**src/rtl/branch_resolve_unit_pkg.sv**
```systemverilog
// Shared types and constants for the execute-side branch resolve unit.
package branch_resolve_unit_pkg;

  localparam int BRU_OPERAND_WIDTH = 32;
  localparam int BRU_HIST_WIDTH    = 10;

  localparam logic [BRU_OPERAND_WIDTH-1:0] PC_INCR = 32'd4;

  typedef enum logic [1:0] {
    BRANCH_MODE_SIMPLE      = 2'd0,
    BRANCH_MODE_GSHARE      = 2'd1,
    BRANCH_MODE_SAT_COUNTER = 2'd2
  } branch_mode_e;

  typedef struct packed {
    logic [BRU_OPERAND_WIDTH-1:0] pc;
    logic [BRU_OPERAND_WIDTH-1:0] target;
    logic                         taken;
    logic [BRU_HIST_WIDTH-1:0]    hist;
  } branch_entry_t;

endpackage

```
**src/rtl/branch_resolve_unit_if.sv**
```systemverilog
// Fetch/execute/predictor-facing signal bundle of the branch resolve unit.
interface branch_resolve_unit_if #(
  parameter int OPTION_OPERAND_WIDTH = 32,
  parameter int HIST_WIDTH           = 10,
  parameter int CNT_WIDTH            = 32
);
  logic                            pred_valid_i;
  logic                            pred_ready_o;
  logic                            pred_taken_i;
  logic [OPTION_OPERAND_WIDTH-1:0] pred_pc_i;
  logic [OPTION_OPERAND_WIDTH-1:0] pred_target_i;
  logic [HIST_WIDTH-1:0]           pred_hist_i;
  logic                            exec_valid_i;
  logic                            flag_i;
  logic [OPTION_OPERAND_WIDTH-1:0] exec_target_i;
  logic                            pipeline_flush_i;
  logic                            branch_mispredict_o;
  logic [OPTION_OPERAND_WIDTH-1:0] redirect_pc_o;
  logic                            update_valid_o;
  logic [OPTION_OPERAND_WIDTH-1:0] update_pc_o;
  logic                            update_taken_o;
  logic [HIST_WIDTH-1:0]           update_hist_o;
  logic                            resolve_err_o;
  logic [CNT_WIDTH-1:0]            branch_cnt_o;
  logic [CNT_WIDTH-1:0]            mispredict_cnt_o;

  modport master (
    output pred_valid_i, pred_taken_i, pred_pc_i, pred_target_i, pred_hist_i,
    output exec_valid_i, flag_i, exec_target_i, pipeline_flush_i,
    input  pred_ready_o, branch_mispredict_o, redirect_pc_o,
    input  update_valid_o, update_pc_o, update_taken_o, update_hist_o,
    input  resolve_err_o, branch_cnt_o, mispredict_cnt_o
  );

  modport slave (
    input  pred_valid_i, pred_taken_i, pred_pc_i, pred_target_i, pred_hist_i,
    input  exec_valid_i, flag_i, exec_target_i, pipeline_flush_i,
    output pred_ready_o, branch_mispredict_o, redirect_pc_o,
    output update_valid_o, update_pc_o, update_taken_o, update_hist_o,
    output resolve_err_o, branch_cnt_o, mispredict_cnt_o
  );
endinterface

```
**src/rtl/branch_resolve_unit_queue.sv**
```systemverilog
// Generic synchronous FIFO with a clear input; pointers carry one extra wrap bit.
module branch_queue #(
  parameter int WIDTH = 8,
  parameter int DEPTH = 4
) (
  input  logic             clk,
  input  logic             rst,
  input  logic             clr_i,
  input  logic             push_i,
  input  logic             pop_i,
  input  logic [WIDTH-1:0] wdata_i,
  output logic [WIDTH-1:0] rdata_o,
  output logic             full_o,
  output logic             empty_o
);
  localparam int IDX_W = $clog2(DEPTH);
  localparam logic [IDX_W:0] PTR_ONE = {{IDX_W{1'b0}}, 1'b1};

  logic [IDX_W:0]   wr_ptr_r;
  logic [IDX_W:0]   rd_ptr_r;
  logic [IDX_W:0]   wr_ptr_nxt_s;
  logic [IDX_W:0]   rd_ptr_nxt_s;
  logic             do_push_s;
  logic             do_pop_s;
  logic [WIDTH-1:0] mem_r [DEPTH];

  assign full_o  = (wr_ptr_r[IDX_W] != rd_ptr_r[IDX_W]) &&
                   (wr_ptr_r[IDX_W-1:0] == rd_ptr_r[IDX_W-1:0]);
  assign empty_o = (wr_ptr_r == rd_ptr_r);
  assign rdata_o = mem_r[rd_ptr_r[IDX_W-1:0]];

  // Pointer update; a same-cycle pop frees the slot so a full queue still accepts a push.
  always_comb begin
    do_pop_s     = pop_i && !empty_o;
    do_push_s    = push_i && (!full_o || do_pop_s) && !clr_i;
    wr_ptr_nxt_s = wr_ptr_r;
    rd_ptr_nxt_s = rd_ptr_r;
    if (clr_i) begin
      wr_ptr_nxt_s = '0;
      rd_ptr_nxt_s = '0;
    end else begin
      if (do_push_s) begin
        wr_ptr_nxt_s = wr_ptr_r + PTR_ONE;
      end else begin
        wr_ptr_nxt_s = wr_ptr_r;
      end
      if (do_pop_s) begin
        rd_ptr_nxt_s = rd_ptr_r + PTR_ONE;
      end else begin
        rd_ptr_nxt_s = rd_ptr_r;
      end
    end
  end

  // Pointer registers.
  always_ff @(posedge clk) begin
    if (rst) begin
      wr_ptr_r <= '0;
      rd_ptr_r <= '0;
    end else begin
      wr_ptr_r <= wr_ptr_nxt_s;
      rd_ptr_r <= rd_ptr_nxt_s;
    end
  end

  // Entry storage; contents are don't-care while the slot is unoccupied.
  always_ff @(posedge clk) begin
    if (do_push_s) begin
      mem_r[wr_ptr_r[IDX_W-1:0]] <= wdata_i;
    end
  end
endmodule

```
**src/rtl/branch_resolve_unit.sv**
```systemverilog
// Resolves queued branch predictions against execute outcomes: redirect, training update, counters.
module branch_resolve_unit
  import branch_resolve_unit_pkg::*;
#(
  parameter int OPTION_OPERAND_WIDTH = BRU_OPERAND_WIDTH,
  parameter int QUEUE_DEPTH          = 4,
  parameter int HIST_WIDTH           = BRU_HIST_WIDTH,
  parameter int CNT_WIDTH            = 32
) (
  input logic                  clk,
  input logic                  rst,
  branch_resolve_unit_if.slave bus
);
  localparam int ENTRY_W = $bits(branch_entry_t);
  localparam logic [CNT_WIDTH-1:0] CNT_MAX = {CNT_WIDTH{1'b1}};
  localparam logic [CNT_WIDTH-1:0] CNT_ONE = {{(CNT_WIDTH-1){1'b0}}, 1'b1};
  localparam logic [OPTION_OPERAND_WIDTH-1:0] PC_STEP = OPTION_OPERAND_WIDTH'(PC_INCR);

  function automatic logic [CNT_WIDTH-1:0] sat_inc(input logic [CNT_WIDTH-1:0] v);
    return (v == CNT_MAX) ? v : v + CNT_ONE;
  endfunction

  branch_entry_t               wr_entry_s;
  branch_entry_t               head_s;
  logic [ENTRY_W-1:0]          head_bits_s;
  logic                        full_s;
  logic                        empty_s;
  logic                        resolve_s;
  logic                        mispredict_s;
  logic                        clr_s;

  logic                            upd_valid_r, upd_valid_nxt_s;
  logic [OPTION_OPERAND_WIDTH-1:0] upd_pc_r, upd_pc_nxt_s;
  logic                            upd_taken_r, upd_taken_nxt_s;
  logic [HIST_WIDTH-1:0]           upd_hist_r, upd_hist_nxt_s;
  logic                            mispredict_r, mispredict_nxt_s;
  logic [OPTION_OPERAND_WIDTH-1:0] redirect_r, redirect_nxt_s;
  logic                            err_r, err_nxt_s;
  logic [CNT_WIDTH-1:0]            bcnt_r, bcnt_nxt_s;
  logic [CNT_WIDTH-1:0]            mcnt_r, mcnt_nxt_s;

  // Entry packing and resolve decision; flush overrides any same-cycle resolve.
  always_comb begin
    wr_entry_s.pc     = bus.pred_pc_i;
    wr_entry_s.target = bus.pred_target_i;
    wr_entry_s.taken  = bus.pred_taken_i;
    wr_entry_s.hist   = bus.pred_hist_i;
    head_s            = branch_entry_t'(head_bits_s);
    resolve_s         = bus.exec_valid_i && !empty_s && !bus.pipeline_flush_i;
    mispredict_s      = resolve_s &&
                        ((head_s.taken != bus.flag_i) ||
                         (head_s.taken && (bus.exec_target_i != head_s.target)));
    clr_s             = bus.pipeline_flush_i || mispredict_s;
  end

  branch_queue #(
    .WIDTH (ENTRY_W),
    .DEPTH (QUEUE_DEPTH)
  ) u_queue (
    .clk     (clk),
    .rst     (rst),
    .clr_i   (clr_s),
    .push_i  (bus.pred_valid_i),
    .pop_i   (resolve_s),
    .wdata_i (wr_entry_s),
    .rdata_o (head_bits_s),
    .full_o  (full_s),
    .empty_o (empty_s)
  );

  // Next values of the output stage, error flag and counters.
  always_comb begin
    upd_valid_nxt_s  = 1'b0;
    upd_pc_nxt_s     = upd_pc_r;
    upd_taken_nxt_s  = upd_taken_r;
    upd_hist_nxt_s   = upd_hist_r;
    mispredict_nxt_s = 1'b0;
    redirect_nxt_s   = redirect_r;
    bcnt_nxt_s       = bcnt_r;
    mcnt_nxt_s       = mcnt_r;
    err_nxt_s        = err_r;
    if (resolve_s) begin
      upd_valid_nxt_s = 1'b1;
      upd_pc_nxt_s    = head_s.pc;
      upd_taken_nxt_s = bus.flag_i;
      upd_hist_nxt_s  = head_s.hist;
      bcnt_nxt_s      = sat_inc(bcnt_r);
      if (mispredict_s) begin
        mispredict_nxt_s = 1'b1;
        redirect_nxt_s   = bus.flag_i ? bus.exec_target_i : head_s.pc + PC_STEP;
        mcnt_nxt_s       = sat_inc(mcnt_r);
      end else begin
        mispredict_nxt_s = 1'b0;
      end
    end else begin
      upd_valid_nxt_s = 1'b0;
    end
    if (bus.exec_valid_i && empty_s && !bus.pipeline_flush_i) begin
      err_nxt_s = 1'b1;
    end else begin
      err_nxt_s = err_r;
    end
  end

  // Registered output stage.
  always_ff @(posedge clk) begin
    if (rst) begin
      upd_valid_r  <= 1'b0;
      upd_pc_r     <= '0;
      upd_taken_r  <= 1'b0;
      upd_hist_r   <= '0;
      mispredict_r <= 1'b0;
      redirect_r   <= '0;
      err_r        <= 1'b0;
      bcnt_r       <= '0;
      mcnt_r       <= '0;
    end else begin
      upd_valid_r  <= upd_valid_nxt_s;
      upd_pc_r     <= upd_pc_nxt_s;
      upd_taken_r  <= upd_taken_nxt_s;
      upd_hist_r   <= upd_hist_nxt_s;
      mispredict_r <= mispredict_nxt_s;
      redirect_r   <= redirect_nxt_s;
      err_r        <= err_nxt_s;
      bcnt_r       <= bcnt_nxt_s;
      mcnt_r       <= mcnt_nxt_s;
    end
  end

  assign bus.pred_ready_o        = !full_s;
  assign bus.update_valid_o      = upd_valid_r;
  assign bus.update_pc_o         = upd_pc_r;
  assign bus.update_taken_o      = upd_taken_r;
  assign bus.update_hist_o       = upd_hist_r;
  assign bus.branch_mispredict_o = mispredict_r;
  assign bus.redirect_pc_o       = redirect_r;
  assign bus.resolve_err_o       = err_r;
  assign bus.branch_cnt_o        = bcnt_r;
  assign bus.mispredict_cnt_o    = mcnt_r;
endmodule

```
**src/flat_wrapper.sv**
```systemverilog
// flat-port wrapper written by rule: the top's interface ports become plain ports
module branch_resolve_unit_flat import branch_resolve_unit_pkg::*;
#(
  parameter int OPTION_OPERAND_WIDTH = BRU_OPERAND_WIDTH,
  parameter int QUEUE_DEPTH          = 4,
  parameter int HIST_WIDTH           = BRU_HIST_WIDTH,
  parameter int CNT_WIDTH            = 32
)
  (clk, rst, bus_pred_valid_i, bus_pred_taken_i, bus_pred_pc_i, bus_pred_target_i, bus_pred_hist_i, bus_exec_valid_i, bus_flag_i, bus_exec_target_i, bus_pipeline_flush_i, bus_pred_ready_o, bus_branch_mispredict_o, bus_redirect_pc_o, bus_update_valid_o, bus_update_pc_o, bus_update_taken_o, bus_update_hist_o, bus_resolve_err_o, bus_branch_cnt_o, bus_mispredict_cnt_o);
  branch_resolve_unit_if #(.OPTION_OPERAND_WIDTH(OPTION_OPERAND_WIDTH), .HIST_WIDTH(HIST_WIDTH), .CNT_WIDTH(CNT_WIDTH)) bus_i ();
  input logic clk;
  input logic rst;
  input wire logic [$bits(bus_i.pred_valid_i)-1:0] bus_pred_valid_i;
  input wire logic [$bits(bus_i.pred_taken_i)-1:0] bus_pred_taken_i;
  input wire logic [$bits(bus_i.pred_pc_i)-1:0] bus_pred_pc_i;
  input wire logic [$bits(bus_i.pred_target_i)-1:0] bus_pred_target_i;
  input wire logic [$bits(bus_i.pred_hist_i)-1:0] bus_pred_hist_i;
  input wire logic [$bits(bus_i.exec_valid_i)-1:0] bus_exec_valid_i;
  input wire logic [$bits(bus_i.flag_i)-1:0] bus_flag_i;
  input wire logic [$bits(bus_i.exec_target_i)-1:0] bus_exec_target_i;
  input wire logic [$bits(bus_i.pipeline_flush_i)-1:0] bus_pipeline_flush_i;
  output wire logic [$bits(bus_i.pred_ready_o)-1:0] bus_pred_ready_o;
  output wire logic [$bits(bus_i.branch_mispredict_o)-1:0] bus_branch_mispredict_o;
  output wire logic [$bits(bus_i.redirect_pc_o)-1:0] bus_redirect_pc_o;
  output wire logic [$bits(bus_i.update_valid_o)-1:0] bus_update_valid_o;
  output wire logic [$bits(bus_i.update_pc_o)-1:0] bus_update_pc_o;
  output wire logic [$bits(bus_i.update_taken_o)-1:0] bus_update_taken_o;
  output wire logic [$bits(bus_i.update_hist_o)-1:0] bus_update_hist_o;
  output wire logic [$bits(bus_i.resolve_err_o)-1:0] bus_resolve_err_o;
  output wire logic [$bits(bus_i.branch_cnt_o)-1:0] bus_branch_cnt_o;
  output wire logic [$bits(bus_i.mispredict_cnt_o)-1:0] bus_mispredict_cnt_o;
  assign bus_i.pred_valid_i = bus_pred_valid_i;
  assign bus_i.pred_taken_i = bus_pred_taken_i;
  assign bus_i.pred_pc_i = bus_pred_pc_i;
  assign bus_i.pred_target_i = bus_pred_target_i;
  assign bus_i.pred_hist_i = bus_pred_hist_i;
  assign bus_i.exec_valid_i = bus_exec_valid_i;
  assign bus_i.flag_i = bus_flag_i;
  assign bus_i.exec_target_i = bus_exec_target_i;
  assign bus_i.pipeline_flush_i = bus_pipeline_flush_i;
  assign bus_pred_ready_o = bus_i.pred_ready_o;
  assign bus_branch_mispredict_o = bus_i.branch_mispredict_o;
  assign bus_redirect_pc_o = bus_i.redirect_pc_o;
  assign bus_update_valid_o = bus_i.update_valid_o;
  assign bus_update_pc_o = bus_i.update_pc_o;
  assign bus_update_taken_o = bus_i.update_taken_o;
  assign bus_update_hist_o = bus_i.update_hist_o;
  assign bus_resolve_err_o = bus_i.resolve_err_o;
  assign bus_branch_cnt_o = bus_i.branch_cnt_o;
  assign bus_mispredict_cnt_o = bus_i.mispredict_cnt_o;
  branch_resolve_unit #(.OPTION_OPERAND_WIDTH(OPTION_OPERAND_WIDTH), .QUEUE_DEPTH(QUEUE_DEPTH), .HIST_WIDTH(HIST_WIDTH), .CNT_WIDTH(CNT_WIDTH)) u_core (.clk(clk), .rst(rst), .bus(bus_i));
endmodule
```
**config.mk**
```make
export PLATFORM = sky130hd
export DESIGN_NAME = branch_resolve_unit_flat
export DESIGN_NICKNAME = d
export VERILOG_FILES = /design/src/rtl/branch_resolve_unit_pkg.sv /design/src/rtl/branch_resolve_unit_if.sv /design/src/rtl/branch_resolve_unit_queue.sv /design/src/rtl/branch_resolve_unit.sv /design/src/flat_wrapper.sv
export SDC_FILE = /design/constraint.sdc
export NUM_CORES = 1
export LEC_CHECK = 0
export ABC_CLOCK_PERIOD_IN_PS = 15300
export CAP_MARGIN = 40
export CORE_ASPECT_RATIO = 0.8
export CORE_MARGIN = 8
export CORE_UTILIZATION = 45
export DETAILED_ROUTE_END_ITERATION = 7
export GPL_TIMING_DRIVEN = 0
export MAX_ROUTING_LAYER = met4
export PLACE_DENSITY = 0.7
export SYNTH_ARGS = -nofsm -noshare
export SYNTH_HDL_FRONTEND = slang
export SYNTH_HIERARCHICAL = 1
export SYNTH_SLANG_ARGS = --single-unit
```
**constraint.sdc**
```tcl
create_clock -name clk -period 15.3 [get_ports clk]
set_input_delay 3.825 -clock clk [delete_from_list [all_inputs] [get_ports clk]]
set_output_delay 3.825 -clock clk [all_outputs]
set_load 0.01 [all_outputs]
```
==> impl_metrics.toml <==
[clocking]
holdBufCountCts = 0
clkLatencyLatePin_ns = 0.56
cts_resized = 0
cts.path.max_buffers = 3
cts_setup_buffers = 0
cts_tree = "built"
cts_sinks = 450
cts.htree.levels = 2
cts_buffers = 45
cts_root_buf = "clkbuf_16"
path_clk_slew_ns = 0.06

[yosys]
syn-num-nets = 1476
synth_seq_cells = 450
async_flop_share_pct = 0
netlist_area_um2 = 18600
synth_area_leaders = "edfxtp_1 (48%), dfxtp_1 (16%), mux4_2 (9.1%)"
synth_ff_type = "edfxtp_1"
synth_cell_types = 59
yosysTopAreaCell = "edfxtp_1"
synth_edf_count = 300
netlist.area_leader.share_pct = 48.5
ys_warn_count = 6
synth.avg_cell_area_um2 = 13.7
synth_cells = 1355
ys_seq_area_share_pct = 64.6

[worst_setup_path]
startpoint_type = "input pin"
cp.arrival_ns = 7.86
worstRegToRegCells = 13
required_ns = 15.53
end_kind = "flip-flop"
cp_max_fo = 48
path_class = "in -> reg"

[cells_and_area]
finalNonFillerCells = 2250
nets = 1786
fillCellCount = 3249
synthToLayoutAreaGrowth_pct = 26.8
drive_gt1_share_pct = 12.5

[detailed_routing]
vias_per_cell = 5.67
routedWlPerCell_um = 23.5
firstDrtPassIters = 5
drcViolationCount = 0
drt_iter0_markers = 1079
wirelength_um = 52800
ant_nets = 0
vias = 12800

[floorplan]
start_util_pct = 45.6
fp.dieW_um = 243
fp-row-count = 66
dieArea_um2 = 48100
core_area_um2 = 40700
num_io_pins = 256
die-height_um = 198

[placed_design]
hpwl_um = 38600
io_buffers = 255
gp_congestion = 0.890
pre_cts_ws_ns = 7.19
placed_cells = 2162

[power]
vdd_drop_max_mv = 0.0837
total_power_w = 0.00260
p_leak_nw = 7.35
p_per_area_nw_per_um2 = 110

[timing]
fin_ws_ns = 7.67
drv_slew = 0
fmax_mhz = 131
rsz0062_at_grt = "no"
finalSetupViolCount = 0
setup_tns_ns = 0
fin_skew_ns = 0.0252
final_hold_viol_count = 0
period_needed_ns = 7.63
slew_headroom_pct = 39.5
tightest_slew_ns = 0.907
period_share_pct = 49.9
fin_hold_ws_ns = 0.458

[global_route]
grt_first_pass_wirelength_um = 79400
grt_util_all_layers_pct = 22.1
grt-ovfl-total = 0
antenna_found_initial = 4
grt_pass1_vias = 12800
grt_max_degree = 55

[job]
maxCapViolCount = 0

[worst_hold_path]
hold_depth = 2
hold_path_class = "reg -> reg"

[status]
outcome = "finished, final reports clean"
[layer usage]
metal  track usage, %  up-vias  part of all wire, %
met5                -        -                    0
li1                 -     5819                    -
met2             35.5      491                   48
met4             4.30        0                  1.6
met3             5.63       60                  8.8
met1             28.7     6393                   42
[through the flow]
step | instance area, µm² | utilization (%)
floorplan | 18600 | -
global placement | 21800 | 53.6
detailed placement | 22000 | 54.0
CTS | 23600 | 57.9
global route | 23600 | 57.9
finish | 23600 | 57.9
[layout by cell type, fill, tap and decap left out, types with 5 or more instances in the layout]
master / n
a21boi_0: 5
clkbuf_16: 48
o21ai_0: 51
o21a_1: 9
xnor2_1: 76
xor2_1: 14
clkbuf_1: 62
clkinv_2: 9
clkdlybuf4s50_1: 255
buf_1: 7
ha_1: 8
dfxtp_1: 150
nor2_1: 57
nand3_1: 28
or4_1: 14
nand2_1: 139
inv_1: 17
a211oi_1: 6
o2111ai_1: 9
buf_2: 19
edfxtp_1: 300
mux2i_1: 8
and3_1: 12
a21oi_1: 94
o31ai_1: 14
mux4_2: 75
nor3_1: 24
nand4_1: 40
a2111oi_0: 5
a31o_2: 9
or3_1: 23
and4_1: 6
nor4_1: 25
bufinv_16: 5
[state kept, by name (all words and copies together) (netlist names), 3 cells and up, named ones only]
| register | cells |
|---|---|
| u_core/u_queue/mem_r | 300 |
| u_core/bus.redirect_pc_o | 32 |
| u_core/u_queue/wr_ptr_r | 3 |
| u_core/bus.update_pc_o | 32 |
| u_core/u_queue/rd_ptr_r | 3 |
| u_core/bus.update_hist_o | 10 |
| u_core/bus.branch_cnt_o | 32 |
| u_core/bus.mispredict_cnt_o | 32 |
[worst max-delay path, cell delays in order]
cell and delay [ns]:
clkdlybuf4s50_1 0.49, xnor2_1 0.39, nand4_1 0.14, nor4_1 0.57, nand3_1 0.34, nand2_1 0.27
clkbuf_1 0.53, nand2_1 0.18, nor2_1 0.23, and2_4 0.51, buf_16 0.33
[power breakdown]
part / total (W) / leakage [nW] / internal (W) / switching, W
logic: 0.000132 / 2.65 / 0.0000591 / 0.0000733
registers: 0.00132 / 3.93 / 0.00131 / 0.00000619
clock network: 0.00115 / 0.758 / 0.000679 / 0.000466
total: 0.00260 / 7.35 / 0.00205 / 0.000546
[Yosys cell counts (3+ instances only)]
master and instances:
nand4_1 40, inv_1 17, a2111oi_0 5, dfxtp_1 150
a211oi_1 6, or2_2 4, nor2b_1 4, edfxtp_1 300
buf_2 19, ha_1 8, o31ai_1 14, o311ai_0 3
and2_1 6, buf_1 7, o2111ai_1 9, nand4_2 3
a31o_2 9, nor2_1 58, mux2_2 3, xor2_1 14
nor3_1 24, or4_1 14, mux2i_1 8, nand2_1 139
and3_1 12, clkbuf_1 54, o21a_1 9, nand3_1 28
a21oi_1 94, a311oi_1 3, o21ai_0 51, nor4_1 25
or3_1 23, a21boi_0 5, xnor2_1 76, and4_1 6
nor4_4 3, mux4_2 75
[final cells by class]
| class | count | area [µm²] | area share [%] |
|---|---|---|---|
| antenna | 4 | 10.0 | 0.0425 |
| buffer | 84 | 362 | 1.53 |
| clock buffer | 60 | 1290 | 5.46 |
| clock inverter | 24 | 274 | 1.16 |
| inverter | 17 | 63.8 | 0.271 |
| multi-input combinational | 804 | 6160 | 26.1 |
| sequential | 450 | 12000 | 51.0 |
| tap | 544 | 681 | 2.89 |
| timing repair buffer | 263 | 2720 | 11.5 |
[cell families (layout without fill, tap and decap cells)]
| group | count (synthesis) | after routing | synth area share [%] |
|---|---|---|---|
| AOI/OAI and AO/OA | 215 | 215 | 7.07 |
| xor gates and xnor gates | 91 | 91 | 4.33 |
| adders and majority gates | 8 | 8 | 0.539 |
| buffers and inverters | 101 | 448 | 2.29 |
| DFF | 450 | 450 | 64.6 |
| muxes | 87 | 87 | 9.76 |
| other | 0 | 4 | 0 |
| and+or+nand+nor | 403 | 403 | 11.4 |
[worst paths after layout]
kind	start	end	slack (ns)
worst max-delay path	bus_exec_target_i[27]	u_core/u_queue/mem_r[1][6]	7.67
worst min-delay path	u_core/bus.update_hist_o[0]	u_core/bus.update_hist_o[0]	0.46
worst max register to register	flip-flop	u_core/u_queue/mem_r[1][6]	9.40
worst min register to register	u_core/bus.update_hist_o[0]	u_core/bus.update_hist_o[0]	0.46
Power figures use the tool's default switching activity.
